File: src/rtl/ram_fifo_ctrl.sv
// FIFO controller in front of a single-port RAM: converts push/pop handshakes into
// RAM strobes, alternating between contending pushes and pops, one access per cycle.
module ram_fifo_ctrl #(
    parameter int unsigned data_size    = 8,
    parameter int unsigned address_size = 4
) (
    input  logic                    clk,
    input  logic                    reset_n,
    input  logic                    push_valid,
    input  logic [data_size-1:0]    push_data,
    output logic                    push_ready,
    input  logic                    pop_req,
    output logic                    pop_ack,
    output logic [data_size-1:0]    rdata,
    output logic                    rdata_valid,
    output logic                    ram_cs,
    output logic                    ram_wr_en,
    output logic                    ram_rd_en,
    output logic [address_size-1:0] ram_address,
    output logic [data_size-1:0]    ram_data_in,
    input  logic [data_size-1:0]    ram_data_out,
    output logic [address_size:0]   count,
    output logic                    full,
    output logic                    empty
);

    localparam int unsigned DEPTH = 2 ** address_size;
    localparam int unsigned CW    = address_size + 1;

    logic [address_size-1:0] wr_ptr;
    logic [address_size-1:0] rd_ptr;
    logic                    last_grant;
    logic                    w_elig;
    logic                    r_elig;
    logic                    grant_wr;
    logic                    grant_rd;

    assign full  = (count == CW'(DEPTH));
    assign empty = (count == CW'(0));
    assign rdata = ram_data_out;

    // Arbitration and RAM strobes; everything is held off while reset is asserted.
    always_comb begin
        w_elig      = push_valid && !full;
        r_elig      = pop_req && !empty;
        grant_wr    = 1'b0;
        grant_rd    = 1'b0;
        if (reset_n) begin
            if (w_elig && r_elig) begin
                grant_wr = last_grant;
                grant_rd = !last_grant;
            end else begin
                grant_wr = w_elig;
                grant_rd = r_elig;
            end
        end
        push_ready  = reset_n && !full && !(r_elig && !last_grant);
        pop_ack     = grant_rd;
        ram_cs      = grant_wr || grant_rd;
        ram_wr_en   = grant_wr;
        ram_rd_en   = grant_rd;
        ram_address = grant_rd ? rd_ptr : wr_ptr;
        ram_data_in = push_data;
    end

    // Pointers, occupancy and alternation history; pointers wrap by natural overflow.
    always_ff @(posedge clk or negedge reset_n) begin
        if (!reset_n) begin
            wr_ptr      <= '0;
            rd_ptr      <= '0;
            count       <= '0;
            last_grant  <= 1'b1;
            rdata_valid <= 1'b0;
        end else begin
            if (grant_wr) begin
                wr_ptr <= wr_ptr + address_size'(1);
                count  <= count + CW'(1);
            end
            if (grant_rd) begin
                rd_ptr <= rd_ptr + address_size'(1);
                count  <= count - CW'(1);
            end
            if (w_elig && r_elig) begin
                last_grant <= grant_rd;
            end
            rdata_valid <= grant_rd;
        end
    end

endmodule
File: config.mk
export PLATFORM = sky130hd
export DESIGN_NAME = ram_fifo_ctrl
export DESIGN_NICKNAME = d
export VERILOG_FILES = /design/src/rtl/ram_fifo_ctrl.sv
export SDC_FILE = /design/constraint.sdc
export NUM_CORES = 1
export LEC_CHECK = 0
export BUFFER_PORTS_ARGS = -buffer_cell sky130_fd_sc_hd__buf_2
export CORE_UTILIZATION = 42
export CTS_BUF_LIST = sky130_fd_sc_hd__clkbuf_8
export DETAILED_ROUTE_END_ITERATION = 6
export HOLD_SLACK_MARGIN = 0.12
export PLACE_DENSITY = 0.78
export SYNTH_ARGS = -nofsm -noshare
export SYNTH_HDL_FRONTEND = slang
export SYNTH_SLANG_ARGS = --single-unit
File: constraint.sdc
create_clock -name clk -period 3.3 [get_ports clk]
set_clock_uncertainty 0.15 [all_clocks]
set_input_delay 0.165 -clock clk [delete_from_list [all_inputs] [get_ports clk]]
set_output_delay 0.165 -clock clk [all_outputs]
set_load 0.02 [all_outputs]
Word-level counts from Yosys, hierarchy flattened
Cells that the tools add are included.
{"block": "totals", "input_bits": 20, "out_inout_bits": 33, "register_bits": 15, "wordCells": 30}
{"block": "op_classes", "add_sub_neg": 4, "n_eq_ne": 1, "mux": 7, "reduce_logical": 13}
{"operator": "2-to-1 mux 5 bit", "count": 2}
{"operator": "adder 4 x 1 -> 4 bit, second input constant", "count": 2}
{"operator": "logical AND 1 bit", "count": 6}
{"operator": "adder 5 x 1 -> 5 bit, second input constant", "count": 1}
{"operator": "equality test 5 bit, second input constant", "count": 1}
{"operator": "logical NOT 5 bit", "count": 1}
{"operator": "subtractor 5 x 1 -> 5 bit, second input constant", "count": 1}
{"operator": "logical NOT 1 bit", "count": 4}
{"operator": "2-to-1 mux 1 bit", "count": 4}
{"operator": "2-to-1 mux 4 bit", "count": 1}
{"operator": "nonzero test 2 bit", "count": 1}
{"operator": "logical OR 1 bit", "count": 1}

Logic depth before layout (Yosys ltp)
Gate-level depths: netlist of the first run.
{"block": "depth", "ltp_word": 8, "depth_mapped": 10, "depth_no_buf": 10}

Least setup slack after synthesis of the first run
OpenSTA, ideal clock, no wires.
{"block": "synth_path", "kind": "register to register", "startpoint": "register count[1]", "endpoint": "register count[4]", "stages_incl_launch_ff": 11, "path_buffers": 0, "arrival_time_ps": 3269, "setup_time_ps": 135, "required_ps": 3015, "synth_period_minus_slack_ps": 3554, "slack_ps": -254, "cell_sequence": "dfrtp_1 > or4_4 > and3_4 > nor3_4 > inv_1 > fa_1 > nand2b_1 > o2bb2ai_1 > o31ai_4 > or3b_1 > xnor2_1"}
{"block": "synth_via", "elab_chain_len": 7, "word_cells_on_any_way": 16, "cone_classes": "add/sub: 2; eq/ne: 1; mux: 6; reduce/logical: 7"}
{"element": "start, declared", "line": "22", "text": "output logic [address_size:0] count,"}
{"element": "start signal, assigned", "line": "77", "text": "count <= count + CW'(1);"}
{"element": "start signal, assigned", "line": "81", "text": "count <= count - CW'(1);"}
{"element": "equality test 5 bit / logical NOT 5 bit (equally long branches)", "line": "38, 39"}
{"element": "logical NOT 1 bit (on tied branches)", "line": "44, 45"}
{"element": "logical AND 1 bit (on tied branches)", "line": "44, 45"}
{"element": "logical AND 1 bit", "line": "49", "text": "if (w_elig && r_elig) begin"}
{"element": "2-to-1 mux 1 bit *", "line": "49"}
{"element": "2-to-1 mux 1 bit *", "line": "48", "text": "if (reset_n) begin"}
{"element": "via pop_ack", "line": "13", "text": "output logic pop_ack,"}
{"element": "2-to-1 mux 5 bit / nonzero test 2 bit (equally long branches)"}
The timed path passes the listed nets; every way through them passes the cells marked *. The select of a mux whose other input is x is not followed.
A chain may end at the register's enable or synchronous reset.

Worst setup path after layout of the first run
{"block": "layout_path", "startpoint": "register count[0]", "endpoint": "register count[4]"}
{"block": "layout_via", "elab_chain_len": 7, "word_cells_on_any_way": 16, "cone_classes": "add/sub: 2; eq/ne: 1; mux: 6; reduce/logical: 7"}
{"element": "equality test 5 bit / logical NOT 5 bit (equally long branches)", "line": "38, 39"}
{"element": "logical NOT 1 bit (on tied branches)", "line": "44, 45"}
{"element": "logical AND 1 bit (on tied branches)", "line": "44, 45"}
{"element": "logical AND 1 bit", "line": "49"}
{"element": "2-to-1 mux 1 bit", "line": "49"}
{"element": "2-to-1 mux 1 bit", "line": "48"}
{"element": "2-to-1 mux 5 bit / nonzero test 2 bit (equally long branches)"}
Several ways; a longest one is shown, not always the timed one. The select of a mux whose other input is x is not followed.

==> run metrics, run 1 <==
Critical Path RT 3280 ps; H-tree levels 1; Crit. End Element register; Post-Syn Nets 120; RSZ-0062 raised after global routing false; clk slew on worst S/H paths 60 ps; Lkg Pwr 0.000539 µW; CTS tree done; Post-DRT Antenna Nets 0; Synth-to-Final Area Change 11.5%; Synth Register Bits 15; minimum clock period 3010 ps; critical path class register to register; TritonRoute pass-1 iters 4; GRT Util Overall 15.5%; R2R depth 10; # nets final 133; Pins Over Slew Limit 0; Fillers 211; input/output buffers 20; global-route wire length before repair 2910 µm; Clk Latency, worst-skew pair 250 ps; Synth Instances 94; Avg Cell Area, Syn 10.8 µm²; initial antenna violation count 0; Post-Place Cell Area 1050 µm²; Max-Cap Viols 0; Die ar. 2610 µm²; Seq/Total Area, Yosys 37.3%; Remaining Overflow, GRT 0; Routed WL per cell 13.7 µm; Initial Utilization 45.3%; CTS Root Cell clkbuf_8; Cell Int Power 618 µW; CP Launch Type register; Clock Path Buffers 2; Cell Area, Synth 1010 µm²; crit path DAT 2980 ps; Clk pwr share 13.1%; pin count of the biggest net entering global routing 20; Max FO, Critical Path 6; Num CTS Buffers 3; I/O Pins 53; Finished Cell Area 1130 µm²; die width 51.1 µm; reg2reg end count[4]; Die Ht 51.1 µm; Hold WC Path Type input pin to register; status completed; post-detail-place hpwl 1390 µm; fraction of layout cells with a size suffix above 1 43.4%; sequential power share 35.4%; initial DRC count 7; Fmax achieved 333 MHz; Hold Path Sink last_grant; Final GP Congestion 0.829; Routed WL 1830 µm; row count 17; Slew headroom 73.0%; Post-CTS Resized 0; Reg2Reg Setup Slack 290 ps; Yosys Warn Count 0; Tcrit/Tclk final 91.1%; sw frac 43.4%; PD cells 969 nW/µm²; vias in the first global route 637; CORE AREA 2230 µm²; # DRC 0; synth unique cells 30; final hold violations 0; routed via count 703; antenna cells 0; WHS Path Cells 4; VDD IR-drop max 0.526 mV; worst r2r src count[0]; number of vias per cell 5.25; worst hold start push_valid; Combinational Power Share 51.5%; P_sw 474 µW; Fin Hold WS 143 ps; clk sink count 15; Setup-failing EPs final 0; Worst Max-Slew Pin Slew 401 ps
## area by class of cell
type	instances	area [µm²]	area share, %
clock buffers	3	41.3	3.66
inverters	5	18.8	1.66
clock inverters	1	3.75	0.333
repair buffers	25	145	12.9
flip-flops and latches	15	379	33.6
well taps	28	35.0	3.11
multi-input cells	57	504	44.7
## cells by family after synthesis
family	Yosys count	share of synthesized area, %
XOR/XNOR	10	8.66
adder cells (fa/ha/maj)	6	8.17
AO/OA/AOI/OAI	13	11.0
buffers and inverters	22	14.5
multiplexers	6	6.68
flip-flops	15	37.3
AND/OR/NAND/NOR	22	13.7
## placed cells by master, fill, tap and decap left out, drive strengths merged, types with 2 or more instances in the layout
cell type and instances:
buf 22, clkbuf 3, dfrtp 14, dlygate4sd3 3, ha 5, inv 6, mux2 6, nand2 9
nand2b 2, nand4 2, nor2 2, nor4 2, o21ai 5, xnor2 6, xor2 4
## Yosys cell counts
| cell | instances | area [µm²] |
|---|---|---|
| o211a_1 | 1 | 10.0 |
| dfstp_2 | 1 | 26.3 |
| ha_1 | 5 | 62.6 |
| or4_4 | 1 | 11.3 |
| nor2_4 | 1 | 11.3 |
| a21boi_0 | 1 | 7.51 |
| nand4_1 | 2 | 12.5 |
| xnor2_1 | 6 | 52.6 |
| o2111a_1 | 1 | 11.3 |
| nand3_1 | 1 | 5.00 |
| mux2_2 | 6 | 67.6 |
| o21ai_0 | 4 | 20.0 |
| o21ai_2 | 1 | 8.76 |
| inv_1 | 5 | 18.8 |
| o31ai_4 | 1 | 21.3 |
| nor3_4 | 1 | 16.3 |
| nor4_1 | 2 | 12.5 |
| xor2_1 | 4 | 35.0 |
| nor2_1 | 1 | 3.75 |
| nand2b_1 | 2 | 12.5 |
| fa_1 | 1 | 20.0 |
| nand2_1 | 9 | 33.8 |
| and3_4 | 1 | 11.3 |
| o2bb2ai_1 | 1 | 8.76 |
| or3b_1 | 1 | 8.76 |
| o31a_2 | 1 | 10.0 |
| buf_4 | 17 | 128 |
| a21o_2 | 1 | 8.76 |
| dfrtp_1 | 14 | 350 |
| a21oi_1 | 1 | 5.00 |
## power by group through the flow
stage | clock (µW) | sequential, µW | combinational [µW]
global route | 156 | 401 | 611
CTS | 148 | 387 | 564
detailed placement | 0 | 390 | 555
finish | 143 | 387 | 562
global placement | 0 | 382 | 543
floorplan | 0 | 405 | 410
## metal layers
layer / wire, µm / global-route usage, % / share of wire, % / vias to the layer above
li1: - / - / - / 336
met1: 851 / 20.7 / 47 / 335
met2: 804 / 21.7 / 44 / 26
met3: 142 / 6.85 / 7.8 / 6
met4: 31 / 6.48 / 1.7 / 0
met5: 0 / 0 / 0 / -
## state kept, by name, summed over array words and instances, names as in the netlist
register	flops
rd_ptr	4
rdata_valid	1
count	5
wr_ptr	4
last_grant	1
## metrics by stage
step | power [µW] | cells | utilization, % | setup slack [ps] | setup TNS [ps]
2_1_floorplan | 815 | 94 | - | -31.2 | -31.2
3_3_place_gp | 925 | 127 | 47.1 | 379 | 0
3_5_place_dp | 945 | 127 | 47.1 | 292 | 0
4_1_cts | 1100 | 134 | 50.5 | 287 | 0
5_1_grt | 1170 | 134 | 50.5 | 190 | 0
6_report | 1090 | 134 | 50.5 | 295 | 0
## how the worst max path moves through the flow
stage | start | endpoint | cells after the start
final | count[0] | count[4] | 10
after global routing | count[0] | count[4] | 10
after CTS | count[0] | count[4] | 10
after detailed placement | count[0] | count[4] | 10
after global placement | count[0] | count[4] | 10
after floorplan | count[0] | count[4] | 10
## critical path: stages, from the launching register on
cell and delay [ps]:
dfrtp_2 440, or4_4 590, and3_4 200, nor3_4 240
inv_2 60, fa_2 350, nand2b_4 150, o2bb2ai_2 130
o31ai_4 60, or3b_1 380, xnor2_1 130
## timing repair
item | 4_1_cts | 5_1_grt
endpoints found under the hold margin | 16 | 0
buffers inserted | 0 | 0
hold buffers | 3 | 0
No activity file was read; power rests on OpenSTA's default activity.
==> run 2: changes to the inputs <==
--- a/config.mk
+++ b/config.mk
@@ -5,8 +5,9 @@
 export SDC_FILE = /design/constraint.sdc
 export NUM_CORES = 1
 export LEC_CHECK = 0
+export ABC_AREA = 1
 export BUFFER_PORTS_ARGS = -buffer_cell sky130_fd_sc_hd__buf_2
-export CORE_UTILIZATION = 42
+export CORE_UTILIZATION = 43
 export CTS_BUF_LIST = sky130_fd_sc_hd__clkbuf_8
 export DETAILED_ROUTE_END_ITERATION = 6
 export HOLD_SLACK_MARGIN = 0.12
==> run 2 against run 1 <==
Compared with the run above:
- first-iteration DRC count is 43% higher
- final cell count is 13% higher
- synthesized area is 8.3% higher
- highest routed layer unchanged
==> run metrics, run 2 <==
max reg flops 5 (unchanged); Critical Path RT 3300 ps (was 3280 ps); most frequent cells in the layout nand2_1 (25), buf_2 (20), dfrtp_1 (14) (was buf_2 (20), dfrtp_1 (12), nand2_1 (9)); Clk Latency, worst-skew pair 250 ps (about the same); dominant cell type by area after synthesis dfrtp_1 (unchanged); GR Util met1 18.9% (was 20.7%); Setup TNS Final 0 ps (unchanged); Power, Total 1020 µW (was 1090 µW); Worst Max-Slew Pin Slew 491 ps (was 401 ps); worst r2r src count[0] (unchanged); CP Launch Type input pin (was register); VDD IR-drop max 0.536 mV (was 0.526 mV); CP Launch Point reset_n (was count[0]); GRT Util Overall 15.9% (was 15.5%); GR Util met3 1.45% (was 6.85%); Die Ht 52.5 µm (was 51.1 µm); Post-Syn Nets 143 (was 120); Initial Utilization 47.7% (was 45.3%); Lkg Pwr 0.000607 µW (was 0.000539 µW); clk sink count 15 (unchanged); most frequent cell after synthesis nand2_1 (was buf_4); CORE AREA 2300 µm² (was 2230 µm²); Cell Area, Synth 1090 µm² (was 1010 µm²); antenna cells 0 (unchanged); PD cells 894 nW/µm² (was 969 nW/µm²); post-place setup slack 803 ps (was 292 ps); Synth Flop Type dfrtp_1 (unchanged); Final GP Congestion 0.799 (was 0.829); Top reg by flops count (unchanged); initial DRC count 10 (was 7); TritonRoute pass-1 iters 4 (unchanged); Fmax achieved 383 MHz (was 333 MHz); number of vias per cell 4.93 (was 5.25); Max FO, Critical Path 19 (was 6); crit path DAT 2620 ps (was 2980 ps); final hold violations 0 (unchanged); global-route wire length before repair 3080 µm (was 2910 µm); # DRC 0 (unchanged); met2 Track Usage GR 25.5% (was 21.7%); Synth-to-Final Area Change 4.69% (was 11.5%); Post-DRT Antenna Nets 0 (unchanged); Yosys Warn Count 0 (unchanged); Max-Cap Viols 0 (unchanged); synth top area cells dfrtp_1 (32%), buf_4 (12%), nand2_1 (8.6%), nand4_4 (5.8%), ha_1 (5.7%) (was dfrtp_1 (35%), buf_4 (13%), mux2_2 (6.7%), ha_1 (6.2%), xnor2_1 (5.2%)); input/output buffers 20 (unchanged); Clock Path Buffers 2 (unchanged); worst hold start push_valid (unchanged); pin count of the biggest net entering global routing 20 (unchanged); Slew headroom 67.3% (was 73.0%); Async S/R FF share, synth 100% (unchanged); Crit. End Element register (unchanged); status completed (unchanged); Tcrit/Tclk final 79.2% (was 91.1%); synth unique cells 26 (was 30); post-detail-place hpwl 1450 µm (was 1390 µm); initial antenna violation count 0 (unchanged); die width 52.5 µm (was 51.1 µm); biggest registers after layout count (5), rd_ptr (4), wr_ptr (4) (unchanged); Post-CTS Resized 0 (unchanged); Setup-failing EPs final 0 (unchanged); most common cell after layout, fill and taps aside nand2_1 (was buf_2); critical path class input pin to register (was register to register); Avg Cell Area, Syn 9.36 µm² (was 10.8 µm²); CTS Root Cell clkbuf_8 (unchanged); # nets final 151 (was 133); Routed WL per cell 12.9 µm (was 13.7 µm); clk slew on worst S/H paths 60 ps (about the same); Synth Instances 117 (was 94); Synth top cells by count nand2_1 (25), buf_4 (17), dfrtp_1 (14) (was buf_4 (17), dfrtp_1 (14), nand2_1 (9)); row count 17 (unchanged); Hold WC Path Type input pin to register (unchanged); H-tree levels 1 (unchanged); Synth Register Bits 15 (unchanged); Routed WL 1960 µm (was 1830 µm); EDFF count, synth 0 (unchanged); CTS tree done (unchanged); vias in the first global route 697 (was 637); most used routing layer in global routing met2 (unchanged); Final WS setup 686 ps (was 295 ps); Remaining Overflow, GRT 0 (unchanged); postcts setup bufs 0 (unchanged); RSZ-0062 raised after global routing false (unchanged); Seq/Total Area, Yosys 34.4% (was 37.3%); area share of the leading cell type in the synthesized netlist 32.0% (was 34.7%); I/O Pins 53 (unchanged); Die ar. 2750 µm² (was 2610 µm²); Pins Over Slew Limit 0 (unchanged); Num CTS Buffers 3 (unchanged); minimum clock period 2610 ps (was 3010 ps); fraction of layout cells with a size suffix above 1 33.1% (was 43.4%); routed via count 749 (was 703)
-- run 2: cell count changes after synthesis, moves of 4 or more --
| cell | delta |
|---|---|
| nand3_1 | +4 |
| inv_1 | +4 |
| a21oi_1 | +4 |
| mux2_2 | -6 |
| nand2_1 | +16 |
| xnor2_1 | -4 |
-- run 2: layout make-up --
cell class | instances | area [µm²]
clock buffer | 3 | 41.3
multi-input combinational | 73 | 538
timing repair buffer | 21 | 110
inverter | 11 | 41.3
sequential | 15 | 377
fill | 208 | 1150
tap | 28 | 35.0
clock inverter | 1 | 3.75
-- run 2: final timing paths --
check / cells after the start / endpoint / slack (ps)
max reg2reg: 13 / count[4] / 810
max in group asynchronous: 2 / last_grant / 2390
min: 4 / last_grant / 130
min in group asynchronous: 2 / count[4] / 260
max: 12 / count[4] / 690
min reg2reg: 1 / wr_ptr[3] / 320
-- run 2: cells by family after synthesis --
logic type | after synthesis | share of synthesized area [%]
and+or+nand+nor | 48 | 28.6
buffers and inverters | 29 | 16.5
DFF | 15 | 34.4
AOI/OAI and AO/OA | 10 | 5.14
xor gates and xnor gates | 9 | 7.89
adders and majority gates | 6 | 7.54
-- run 2: metal layers --
layer,share of wire [%],vias to the layer above,wire (µm)
met1,45,340,878
met3,5.4,11,106
li1,-,374,-
met2,46,24,893
met4,3.9,0,77
met5,0,-,0
-- run 2: per-stage QoR --
step	utilization (%)	hold slack [ps]	cell area (µm²)	std cells
3_5_place_dp	47.5	4.17	1090	147
5_1_grt	49.9	155	1150	152
6_report	49.9	134	1150	152
3_3_place_gp	47.5	-10.4	1090	147
4_1_cts	49.9	127	1150	152
2_1_floorplan	-	-281	1090	117
-- run 2: timing repair --
action,in CTS,in global routing
setup endpoints to repair,0,0
hold endpoints to repair,15,0
hold buffers,1,0
-- run 2: critical path: stages --
cell           delay (ps)
dlygate4sd3_1         520
buf_2                 420
nand2_2               140
nor2_4                340
ha_1                  340
a21oi_1               150
o21ai_0               100
o21bai_1              180
nand3_1                90
nand2_1                50
nand2_1                60
inv_1                  30
-- run 2: power by group --
part | switching, µW | internal, µW | total, µW | leakage, µW
sequential | 113 | 271 | 384 | 0.000178
combinational | 298 | 193 | 491 | 0.000403
clock | 66.4 | 82.5 | 149 | 0.0000269
total | 477 | 547 | 1020 | 0.000607
==> run 3: changes to the inputs <==
--- a/config.mk
+++ b/config.mk
@@ -7,11 +7,11 @@
 export LEC_CHECK = 0
 export ABC_AREA = 1
 export BUFFER_PORTS_ARGS = -buffer_cell sky130_fd_sc_hd__buf_2
-export CORE_UTILIZATION = 43
+export CORE_UTILIZATION = 47
 export CTS_BUF_LIST = sky130_fd_sc_hd__clkbuf_8
 export DETAILED_ROUTE_END_ITERATION = 6
 export HOLD_SLACK_MARGIN = 0.12
-export PLACE_DENSITY = 0.78
+export PLACE_DENSITY = 0.81
 export SYNTH_ARGS = -nofsm -noshare
 export SYNTH_HDL_FRONTEND = slang
 export SYNTH_SLANG_ARGS = --single-unit
==> constraint.sdc (replaced) <==
create_clock -name clk -period 2.57 [get_ports clk]
set_clock_uncertainty 0.15 [all_clocks]
set_input_delay 0.1285 -clock clk [delete_from_list [all_inputs] [get_ports clk]]
set_output_delay 0.1285 -clock clk [all_outputs]
set_load 0.02 [all_outputs]
==> run 3 against run 2 <==
Compared with the run above:
- global-route usage rose by 2.7 points
- wire length rose by 8.5%
- clock-buffer cell count did not move
- largest power group unchanged
==> run metrics, run 3 (same netlist as run 2, synthesis figures left out) <==
CP Launch Type input pin (unchanged); vias in the first global route 785 (was 697); GRT Util Overall 18.6% (was 15.9%); Worst Max-Slew Pin Slew 304 ps (was 491 ps); final hold violations 0 (unchanged); post-detail-place hpwl 1510 µm (was 1450 µm); RSZ-0062 raised after global routing false (unchanged); Die ar. 2530 µm² (was 2750 µm²); Critical Path RT 2560 ps (was 3300 ps); H-tree levels 1 (unchanged); postcts setup bufs 0 (unchanged); post-layout util 60.6% (was 49.9%); CTS tree done (unchanged); routed via count 852 (was 749); VDD IR-drop max 0.658 mV (was 0.536 mV); CTS Root Cell clkbuf_8 (unchanged); Hold WC Path Type input pin to asynchronous set/reset pin (was input pin to register); input/output buffers 20 (unchanged); Post-DRT Antenna Nets 0 (unchanged); initial DRC count 14 (was 10); number of vias per cell 4.95 (was 4.93); Clock Path Buffers 2 (unchanged); Max FO, Critical Path 8 (was 19); CORE AREA 2210 µm² (was 2300 µm²); biggest registers after layout count (5), rd_ptr (4), wr_ptr (4) (unchanged); Routed WL 2120 µm (was 1960 µm); Synth-to-Final Area Change 22.5% (was 4.69%); Crit. End Element register (unchanged); Num CTS Buffers 3 (unchanged); CP Launch Point pop_req (was reset_n); post-place setup slack 225 ps (was 803 ps); Setup TNS Final 0 ps (unchanged); Lkg Pwr 0.000692 µW (was 0.000607 µW); # nets final 171 (was 151); Final WS setup 217 ps (was 686 ps); Fillers 191 (was 208); initial antenna violation count 0 (unchanged); status completed (unchanged); fraction of layout cells with a size suffix above 1 29.9% (was 33.1%); crit path DAT 2350 ps (was 2620 ps); global-route wire length before repair 3570 µm (was 3080 µm); critical path class input pin to register (unchanged); clk slew on worst S/H paths 60 ps (about the same); Fmax achieved 425 MHz; most frequent cells in the layout nand2_1 (25), buf_2 (20), dlygate4sd3_1 (19) (was nand2_1 (25), buf_2 (20), dfrtp_1 (14)); antenna cells 0 (unchanged); Final GP Congestion 0.784 (was 0.799); clk sink count 15 (unchanged); PD cells 1020 nW/µm² (was 894 nW/µm²); worst r2r src count[0] (unchanged); Top reg by flops count (unchanged); row count 17 (unchanged); Initial Utilization 49.5% (was 47.7%); I/O Pins 53 (unchanged); Tcrit/Tclk final 91.6%; Routed WL per cell 12.3 µm (was 12.9 µm); die width 50.3 µm (was 52.5 µm); minimum clock period 2350 ps; max reg flops 5 (unchanged); Setup-failing EPs final 0 (unchanged); TritonRoute pass-1 iters 4 (unchanged); pin count of the biggest net entering global routing 13 (was 20); Post-CTS Resized 0 (unchanged); most common cell after layout, fill and taps aside nand2_1 (unchanged); Slew headroom 79.8% (was 67.3%); Pins Over Slew Limit 0 (unchanged); Die Ht 50.3 µm (was 52.5 µm); # DRC 0 (unchanged); Remaining Overflow, GRT 0 (unchanged); Clk Latency, worst-skew pair 250 ps (about the same); Max-Cap Viols 0 (unchanged)
[run 3: changes by cell type in the layout (fill, tap and decap cells not counted), sizes merged]
cell	before	now
buf	20	22
dlygate4sd3	1	19
[run 3: worst paths after layout]
kind                            slack (ps)  depth (start not counted)         end
worst max register to register         220                         10    count[4]
worst max-delay path                   220                         12    count[4]
worst min register to register         340                          1   wr_ptr[3]
worst min-delay path                   170                          2   wr_ptr[3]
max in group asynchronous             1590                          3  last_grant
min in group clk                       340                          1   wr_ptr[3]
[run 3: layer usage]
layer  routed length (µm)  vias up  GRT usage (%)
met1                  919      405           22.3
li1                     -      415              -
met5                    0        -              0
met2                 1080       32           33.6
met3                  122        0           5.76
met4                    0        0           1.43
[run 3: where the power goes]
group	total (µW)	internal (µW)	switching, µW
Sequential	498	348	150
Combinational	681	272	408
Clock	189	106	82.9
[run 3: worst max-delay path, stage by stage]
cell	delay (ps)
dlygate4sd3_1	550
buf_2	160
nand2_1	70
inv_2	60
nand3_4	100
nand4_4	160
fa_1	500
o21ai_0	220
o21bai_1	160
nand4_1	120
nand2_1	80
inv_1	40
[run 3: area by class of cell]
type,count,area [µm²],area share (%)
well taps,28,35.0,2.61
repair buffers,41,305,22.8
clock inverters,1,3.75,0.280
inverters,11,41.3,3.08
flip-flops and latches,15,377,28.1
multi-input cells,73,538,40.1
clock buffers,3,41.3,3.08
[run 3: stage by stage]
step | instance area, µm² | total power [µW] | instances | hold WS, ps
2_1_floorplan | 1090 | 984 | 117 | -317
3_5_place_dp | 1110 | 1140 | 149 | -114
3_3_place_gp | 1110 | 1110 | 149 | -120
5_1_grt | 1340 | 1470 | 172 | 188
4_1_cts | 1340 | 1370 | 172 | 159
6_report | 1340 | 1370 | 172 | 174
[run 3: timing repair]
item	in CTS	in global routing
endpoints found under the hold margin	32	0
hold buffers	19	0
setup endpoints to repair	0	0
